==> src/rtl/lsu_bus_bridge.sv <==
`default_nettype none
// -----------------------------------------------------------------------------
// lsu_bus_bridge : core load/store port to req/gnt/rvalid memory bus bridge
// Rev 1.0
// -----------------------------------------------------------------------------
module lsu_bus_bridge #(
  parameter int TIMEOUT = 64
) (
  input  logic        clk,
  input  logic        reset,
  input  logic        MemRead,
  input  logic        MemWrite,
  input  logic [1:0]  Size,
  input  logic [31:0] Addr,
  input  logic [31:0] StoreData,
  output logic [31:0] ReadData,
  output logic        Stall,
  output logic        MemErr,
  output logic        bus_req,
  output logic        bus_we,
  output logic [31:0] bus_addr,
  output logic [3:0]  bus_be,
  output logic [31:0] bus_wdata,
  input  logic        bus_gnt,
  input  logic        bus_rvalid,
  input  logic [31:0] bus_rdata
);

  // Counter value at which a REQ/WAIT cycle without its exit event aborts.
  localparam logic [7:0] C_CNT_LAST = 8'(TIMEOUT - 2);

  typedef enum logic [1:0] {
    S_IDLE = 2'd0,
    S_REQ  = 2'd1,
    S_WAIT = 2'd2,
    S_DONE = 2'd3
  } state_t;

  state_t      state_q, state_d;
  logic [7:0]  cnt_q, cnt_d;
  logic        we_q, we_d;
  logic        err_q, err_d;
  logic [1:0]  off_q, off_d;
  logic [1:0]  size_q, size_d;
  logic [3:0]  be_q, be_d;
  logic [31:0] addr_q, addr_d;
  logic [31:0] wdata_q, wdata_d;
  logic [31:0] rdata_q, rdata_d;

  logic        w_access;
  logic        w_misaligned;
  logic        w_expire;
  logic [3:0]  w_be;
  logic [31:0] w_wdata;
  logic [31:0] w_rshift;
  logic [31:0] w_rload;

  always_comb begin
    w_access     = MemRead | MemWrite;
    w_misaligned = ((Size == 2'd1) & Addr[0]) | (Size[1] & (Addr[1:0] != 2'd0));
    w_expire     = (cnt_q >= C_CNT_LAST);
    case (Size)
      2'd0: begin
        w_be    = 4'b0001 << Addr[1:0];
        w_wdata = {4{StoreData[7:0]}};
      end
      2'd1: begin
        w_be    = 4'b0011 << Addr[1:0];
        w_wdata = {2{StoreData[15:0]}};
      end
      default: begin
        w_be    = 4'b1111;
        w_wdata = StoreData;
      end
    endcase
    // Right-align the addressed lane(s); sign extension happens downstream.
    w_rshift = bus_rdata >> {off_q, 3'b000};
    case (size_q)
      2'd0:    w_rload = {24'd0, w_rshift[7:0]};
      2'd1:    w_rload = {16'd0, w_rshift[15:0]};
      default: w_rload = w_rshift;
    endcase
  end

  always_comb begin
    state_d = state_q;
    cnt_d   = cnt_q;
    we_d    = we_q;
    err_d   = err_q;
    off_d   = off_q;
    size_d  = size_q;
    be_d    = be_q;
    addr_d  = addr_q;
    wdata_d = wdata_q;
    rdata_d = rdata_q;
    case (state_q)
      S_IDLE: begin
        if (w_access) begin
          cnt_d   = 8'd0;
          rdata_d = 32'd0;
          if (w_misaligned) begin
            err_d   = 1'b1;
            state_d = S_DONE;
          end else begin
            err_d   = 1'b0;
            we_d    = MemWrite;
            addr_d  = {Addr[31:2], 2'b00};
            be_d    = w_be;
            wdata_d = w_wdata;
            off_d   = Addr[1:0];
            size_d  = Size;
            state_d = S_REQ;
          end
        end
      end
      S_REQ: begin
        cnt_d = cnt_q + 8'd1;
        if (bus_gnt) begin
          state_d = S_WAIT;
        end else if (w_expire) begin
          err_d   = 1'b1;
          state_d = S_DONE;
        end
      end
      S_WAIT: begin
        cnt_d = cnt_q + 8'd1;
        if (bus_rvalid) begin
          if (!we_q) begin
            rdata_d = w_rload;
          end
          state_d = S_DONE;
        end else if (w_expire) begin
          err_d   = 1'b1;
          state_d = S_DONE;
        end
      end
      S_DONE:  state_d = S_IDLE;
      default: state_d = S_IDLE;
    endcase
  end

  always_ff @(posedge clk or negedge reset) begin
    if (!reset) begin
      state_q <= S_IDLE;
      cnt_q   <= 8'd0;
      we_q    <= 1'b0;
      err_q   <= 1'b0;
      off_q   <= 2'd0;
      size_q  <= 2'd0;
      be_q    <= 4'd0;
      addr_q  <= 32'd0;
      wdata_q <= 32'd0;
      rdata_q <= 32'd0;
    end else begin
      state_q <= state_d;
      cnt_q   <= cnt_d;
      we_q    <= we_d;
      err_q   <= err_d;
      off_q   <= off_d;
      size_q  <= size_d;
      be_q    <= be_d;
      addr_q  <= addr_d;
      wdata_q <= wdata_d;
      rdata_q <= rdata_d;
    end
  end

  assign bus_req   = (state_q == S_REQ);
  assign bus_we    = we_q;
  assign bus_addr  = addr_q;
  assign bus_be    = be_q;
  assign bus_wdata = wdata_q;
  assign ReadData  = rdata_q;
  assign MemErr    = (state_q == S_DONE) & err_q;
  assign Stall     = (state_q != S_DONE) & ((state_q != S_IDLE) | w_access);

endmodule
`default_nettype wire

==> config.mk <==
export PLATFORM = sky130hd
export DESIGN_NAME = lsu_bus_bridge
export DESIGN_NICKNAME = d
export VERILOG_FILES = /design/src/rtl/lsu_bus_bridge.sv
export SDC_FILE = /design/constraint.sdc
export NUM_CORES = 1
export LEC_CHECK = 0
export CAP_MARGIN = 20
export CORE_AREA = 8 8 144 146
export CTS_BUF_LIST = sky130_fd_sc_hd__clkbuf_4
export CTS_CLUSTER_SIZE = 20
export DETAILED_ROUTE_END_ITERATION = 8
export DIE_AREA = 0 0 152 154
export HOLD_SLACK_MARGIN = 0.12
export PLACE_DENSITY = 0.6
export SLEW_MARGIN = 20
export SYNTH_ARGS = -nofsm -noshare
export SYNTH_HDL_FRONTEND = slang
export SYNTH_SLANG_ARGS = --single-unit
==> constraint.sdc <==
create_clock -name clk -period 4.05 [get_ports clk]
set_input_delay 0.81 -clock clk [delete_from_list [all_inputs] [get_ports clk]]
set_output_delay 0.81 -clock clk [all_outputs]
set_load 0.02 [all_outputs]
# After elaboration in Yosys (flattened, before gate mapping)
# Index checks and enable logic that the tools add are counted.
# Widths: inputs -> output; s select.
word_totals:
  reg_bits: 114
  inputBits: 104
  output_inout_bits: 104
  word_cells: 68
classes:
  n_addsub: 1
  n_lt_le_gt_ge: 1
  eq_ne: 11
  n_shift: 3
  mux: 21
  bitwise_logic: 8
  n_reduce_logical: 13
op_table:
  columns: ["operator", "count"]
  rows:
  - ["$pmux 32 s2", 3]
  - ["$mux 32", 3]
  - ["$shr 32x5->32", 1]
  - ["$pmux 8 s2", 1]
  - ["$ne 2x2->1 const B", 6]
  - ["$mux 2", 5]
  - ["$add 8x1->8 const B", 1]
  - ["$ge 8x6->1 const B", 1]
  - ["$mux 8", 1]
  - ["$pmux 2 s4", 1]
  - ["$pmux 4 s2", 1]
  - ["$reduce_and 4->1", 2]
  - ["$reduce_bool 2->1", 4]
  - ["$eq 2x1->1 const B", 3]
  - ["$logic_not 2->1", 3]
  - ["$mux 1", 5]
  - ["$and 1x1->1", 4]
  - ["$eq 2x2->1 const B", 2]
  - ["$shl 1x2->4 const A", 1]
  - ["$shl 2x2->4 const A", 1]
  - ["$or 1x1->1", 3]
  - ["$pmux 1 s3", 1]
  - ["$reduce_and 3->1", 1]
  - ["$reduce_bool 3->1", 1]
  - ["3 further kinds", 3]

# Depth between registers and ports, before layout
# Gate-level depths: netlist of run 1.
logic_depth:
  word_depth: 6
  mapped_depth: 9
  mapped_depth_nobuf: 6

# Least setup slack after synthesis of run 1
# No wires, ideal clock.
synth_timing:
  path_kind: "in2out"
  from: "input port MemWrite"
  to: "output port Stall"
  arrival_ps: 1366
  required_ps: 3240
  path_slack_ps: 1874
  cell_stages: 3
  path_buffers: 1
  cell_sequence: "nor3b_1 -> buf_2 -> nor2_1"
synth_via:
  elab_chain_len: 3
synth_lines:
  columns: ["item", "line", "text"]
  rows:
  - ["start: declaration", "12", "input logic MemWrite,"]
  - ["$or 1x1->1", "59", "w_access = MemRead | MemWrite;"]
  - ["$or 1x1->1", "175", "assign Stall = (state_q != S_DONE) & ((state_q != S_IDLE) | w_access);"]
  - ["$and 1x1->1", "175", null]
  - ["end: declaration", "17", "output logic Stall,"]
# Every way passes these cells.

# Final worst setup path of run 1
layout_timing:
  from: "register state_q[0]"
  to: "output port Stall"
layout_via:
  elab_chain_len: 3
  word_cells_on_any_way: 4
  cone_classes: "eq/ne (1); bitwise (2); reduce/logical (1)"
layout_lines:
  columns: ["item", "line", "text"]
  rows:
  - ["start: declaration", "39", "state_t state_q, state_d;"]
  - ["start signal: assignment", "155", "state_q <= state_d;"]
  - ["$reduce_bool 2->1", "175", null]
  - ["$or 1x1->1", "175", null]
  - ["$and 1x1->1 (*)", "175", null]
# Every way passes the cells marked *; elsewhere a longest branch is shown, timed or not.

==> results.yml, run 1 <==
setup_path:
  critical_path_class: "reg2out"
  crit_chain: "inv_1 -> ha_1 -> nor3b_1 -> nor2_1 -> clkdlybuf4s50_1"
  cpPeakStageDelay_ns: 0.55
  cp-end-kind: "output port"
  critical_path.top_delay_family: "buffers and inverters"
  required_ns: 3.24
  critPathLaunchType: "flop"
  crit_buf_inv: 2
  cp_slowest_cell: "clkdlybuf4s50_1"
  arrival_ns: 2.59
  worstPathMaxFanout: 15
placement:
  place.gp.congestion: 0.771
  pre_cts_slack_ns: 0.959
  dp_hpwl_um: 12700
  place_inst: 981
  numPortBuffers: 205
logic_synthesis:
  yosysTopAreaCellShare: 0.526
  seq_area_frac_synth: 0.526
  synthFlopType: "dfrtp_1"
  syn_avg_cell_area_sq_um: 9.52
  synthArstFlopShare: 1.00
  synthDistinctLibCells: 50
  ys.warnings.count: 0
  yosysTopAreaCell: "dfrtp_1"
  synth_cells: 570
  synthTopCellsByCount: "188 x nand2_1, 114 x dfrtp_1, 42 x o21ai_0"
  syn_area_sq_um: 5430
  synth.ff_latch_count: 114
  synth_edf_count: 0
  synth.most_common_cell: "nand2_1"
  ys_top_cells_by_area: "dfrtp_1 53%, nand2_1 13%, mux2i_1 7.4%"
timing:
  period_share: 0.839
  rsz0062_at_grt: "no"
  max_freq_ghz: 0.294
  finalSetupViolations: 0
  fin_ws_ns: 0.653
  relSlewSlack: 0.338
  fin_hold_ws_ns: 0.291
  period_needed_ns: 3.40
  worstMarginPinSlew_ns: 0.993
  setup_tns_ns: 0
  skew_ns: 0.0129
  finalHoldViolCount: 0
  final-max-slew-violation-count: 0
power:
  ir_drop_mv: 0.326
  power.leakage_nw: 3.54
  total_power_w: 0.00564
  p_per_area_nw_per_um2: 707
route:
  postRouteAntennaNets: 0
  drc_errors: 0
  drt-pass1-iter-count: 4
  wl_per_cell_um: 17.4
  vias_per_cell: 4.71
  drt-initial-drc-count: 180
  vias: 4786
  routed_wirelength_um: 17700
floorplanning:
  die-area_sq_um: 23400
  initial_core_util: 0.294
  core_sq_um: 18500
  num_rows: 50
  die_y_um: 154
  die_w_um: 152
  pin_count: 208
grt:
  grt_usage: 0.154
  antenna_found_initial: 2
  grt_pass1_wl_um: 28700
  grt_max_degree: 66
  grt_overflow: 0
  grt_pass1_vias: 5019
cells_and_area:
  finalNonFillerCells: 1017
  num-nets-final: 876
  syn_to_final_growth_pct: 47.2
  drive_gt1_frac: 0.0655
  nFillCells: 1817
clock_network:
  hold_buffers: 0
  clock_latency_ns: 0.53
  cts_max_level: 4
  cts_resized: 0
  clk_pin_slew_ns: 0.11
  cts_buffer_depth: 2
  cts_setup_buffers: 0
  cts.sink_count: 114
  cts_root_buf: "clkbuf_4"
  cts_tree: "built"
  numCtsBuffers: 17
status:
  status: "completed"
job:
  max_cap_violations: 0
min_path:
  hp-class: "in2async"
sequential cells by signal (all words and copies together) (netlist names):
name	cells
ReadData	32
bus_wdata	32
bus_addr	30
cnt_q	8
bus_be	4
off_q	2
size_q	2
state_q	2
bus_we	1
err_q	1
cells in the final DEF (no fill, tap or decap), types with 3 or more instances in the layout:
| cell type | netlist | final |
|---|---|---|
| nor2_1 | 15 | 15 |
| buf_4 | 5 | 8 |
| nor3_1 | 4 | 4 |
| nor2b_1 | 11 | 11 |
| a21oi_1 | 12 | 12 |
| o22a_1 | 8 | 8 |
| xnor2_1 | 4 | 4 |
| diode_2 | 0 | 4 |
| clkbuf_4 | 0 | 19 |
| ha_1 | 6 | 6 |
| nand2b_1 | 3 | 3 |
| nand2_1 | 188 | 188 |
| bufinv_16 | 0 | 4 |
| a221o_1 | 3 | 3 |
| clkdlybuf4s50_1 | 0 | 204 |
| clkinvlp_4 | 0 | 3 |
| nand3_1 | 4 | 3 |
| o21ai_1 | 13 | 13 |
| o31ai_1 | 11 | 11 |
| o21ai_0 | 42 | 42 |
| a22oi_1 | 8 | 8 |
| clkinv_4 | 0 | 4 |
| a22o_1 | 8 | 8 |
| inv_1 | 4 | 4 |
| dfrtp_1 | 114 | 114 |
| mux2i_1 | 40 | 40 |
cell families after synthesis:
| logic type | synth area share |
|---|---|
| buffers and inverters | 0.0454 |
| adder cells (fa/ha/maj) | 0.0138 |
| AND/OR/NAND/NOR | 0.191 |
| multiplexers | 0.0738 |
| XOR/XNOR | 0.00968 |
| AO/OA/AOI/OAI | 0.140 |
| flip-flops | 0.526 |
| other | 0.000691 |
worst paths after layout:
kind | startpoint | end | slack (ns) | depth (start not counted)
min | reset | err_q$_DFFE_PN0P_ | 0.29 | 1
max in group asynchronous | reset | bus_addr[17]$_DFFE_PN0P_ | 2.95 | 2
max | state_q[0]$_DFFE_PN0N_ | Stall | 0.65 | 5
min in group clk | size_q[0]$_DFFE_PN0P_ | size_q[0]$_DFFE_PN0P_ | 0.48 | 2
min reg2reg | size_q[0]$_DFFE_PN0P_ | size_q[0]$_DFFE_PN0P_ | 0.48 | 2
max reg2reg | state_q[0]$_DFFE_PN0N_ | ReadData[5]$_DFFE_PN0P_ | 1.65 | 6
power by group:
group	internal (W)	total (W)	switching, W
Clock	0.000503	0.000978	0.000475
Sequential	0.00158	0.00192	0.000341
Combinational	0.00124	0.00274	0.00150
Total	0.00333	0.00564	0.00232
layer usage:
layer,up-vias,part of all wire,wire length [um],GRT usage
li1,2337,-,-,-
met3,8,0.081,1430,0.0650
met4,0,0.0078,138,0.0386
met5,-,0,0,0
met1,2285,0.46,8200,0.197
met2,156,0.45,7940,0.236
final cells by class:
class	instances	area, sq um	share of cell area
flip-flops and latches	114	2850	0.357
multi-input cells	415	2350	0.294
repair buffers	214	2140	0.268
well taps	234	293	0.0367
clock inverters	13	186	0.0233
clock buffers	19	143	0.0179
inverters	4	15.0	0.00188
diodes	4	10.0	0.00125
metrics by stage:
| step | area [sq um] | util |
|---|---|---|
| after floorplan | 5430 | - |
| after global placement | 7650 | 0.414 |
| after detailed placement | 7650 | 0.414 |
| after CTS | 7980 | 0.432 |
| after global routing | 7990 | 0.433 |
| final | 7990 | 0.433 |
(Power assumes the default switching activity.)
==> run 2, diff against run 1 <==
==> constraint.sdc (replaced) <==
create_clock -name clk -period 3.25 [get_ports clk]
set_input_delay 0.65 -clock clk [delete_from_list [all_inputs] [get_ports clk]]
set_output_delay 0.65 -clock clk [all_outputs]
set_load 0.02 [all_outputs]
==> results.yml, run 2 (synthesized netlist as in run 1, its figures left out) <==
status:
  status: "completed"
timing:
  worstMarginPinSlew_ns: 1.01
  max_freq_ghz: 0.365
  fin_hold_ws_ns: 0.169
  skew_ns: 0.0199
  setup_tns_ns: 0
  finalSetupViolations: 0
  period_needed_ns: 2.74
  finalHoldViolCount: 0
  rsz0062_at_grt: "no"
  period_share: 0.843
  fin_ws_ns: 0.511
  relSlewSlack: 0.325
  final-max-slew-violation-count: 0
grt:
  antenna_found_initial: 1
  grt_pass1_wl_um: 28700
  grt_usage: 0.154
  grt_overflow: 0
  grt_pass1_vias: 5044
  grt_max_degree: 63
route:
  drt-pass1-iter-count: 4
  drc_errors: 0
  drt-initial-drc-count: 236
  wl_per_cell_um: 17.4
  postRouteAntennaNets: 0
  routed_wirelength_um: 17800
  vias_per_cell: 4.70
  vias: 4790
floorplanning:
  core_sq_um: 18500
  die-area_sq_um: 23400
  initial_core_util: 0.294
  pin_count: 208
  die_w_um: 152
  num_rows: 50
  die_y_um: 154
cells_and_area:
  num-nets-final: 882
  drive_gt1_frac: 0.0739
  nFillCells: 1843
  syn_to_final_growth_pct: 47.6
  register_area_sq_um: 2850
  mostFrequentLayoutCells: "204 x clkdlybuf4s50_1, 188 x nand2_1, 114 x dfrtp_1"
  multi_input_area_sq_um: 2350
  final_common_cell: "clkdlybuf4s50_1"
  finalNonFillerCells: 1020
job:
  max_cap_violations: 0
clock_network:
  cts_resized: 0
  hold_buffers: 0
  cts_setup_buffers: 0
  cts_root_buf: "clkbuf_4"
  cts.sink_count: 114
  cts_tree: "built"
  cts_max_level: 4
  clock_latency_ns: 0.52
  cts_buffer_depth: 2
  numCtsBuffers: 17
  clk_pin_slew_ns: 0.13
setup_path:
  critical_path_class: "reg2out"
  cp-end-kind: "output port"
  critPathLaunchType: "flop"
  arrival_ns: 2.09
  required_ns: 2.60
  worstPathMaxFanout: 5
placement:
  dp_hpwl_um: 13000
  place_inst: 987
  numPortBuffers: 205
  pre_cts_slack_ns: 0.522
  place.gp.congestion: 0.783
power:
  power.leakage_nw: 3.56
  p_per_area_nw_per_um2: 874
  total_power_w: 0.00700
  ir_drop_mv: 0.372
min_path:
  hp-class: "in2async"
run 2: metrics by stage:
step                       util  area [sq um]
after floorplan               -          5430
final                     0.434          8010
after detailed placement  0.418          7710
after global placement    0.418          7710
after CTS                 0.434          8010
after global routing      0.434          8010
run 2: path summary, 6_finish.rpt:
check / depth (start not counted) / slack (ns) / end / start
min in group clk: 2 / 0.48 / bus_addr[16]$_DFFE_PN0P_ / bus_addr[16]$_DFFE_PN0P_
max reg2reg: 8 / 1.04 / off_q[1]$_DFFE_PN0P_ / state_q[0]$_DFFE_PN0N_
max: 5 / 0.51 / Stall / state_q[0]$_DFFE_PN0N_
min reg2reg: 2 / 0.48 / bus_addr[16]$_DFFE_PN0P_ / bus_addr[16]$_DFFE_PN0P_
min: 1 / 0.17 / bus_wdata[29]$_DFFE_PN0P_ / reset
max in group asynchronous: 2 / 2.30 / bus_addr[30]$_DFFE_PN0P_ / reset
run 2: layout make-up:
class                      instances  area share
sequential                       114       0.356
multi-input combinational        415       0.293
timing repair buffer             220       0.275
tap                              234      0.0365
clock inverter                    13      0.0201
clock buffer                      19      0.0178
inverter                           4     0.00187
antenna                            1    0.000312
run 2: metal layers:
metal  vias up  share of wire  global-route usage
li1       2356              -                   -
met1      2252           0.46               0.192
met2       173           0.45               0.238
met3         9          0.084              0.0653
met4         0         0.0074              0.0428
met5         -              0                   0
run 2: critical path, stage by stage, from the launching register on:
cell and delay (ns):
dfrtp_1 0.44, inv_1 0.08, ha_1 0.20, nor3b_1 0.15, nor2_1 0.10, clkdlybuf4s50_1 0.61
run 2: power breakdown:
part | internal, W | leakage [nW] | switching [W]
registers | 0.00197 | 1.47 | 0.000417
logic | 0.00158 | 1.94 | 0.00189
clock network | 0.000550 | 0.155 | 0.000596
total | 0.00410 | 3.56 | 0.00290
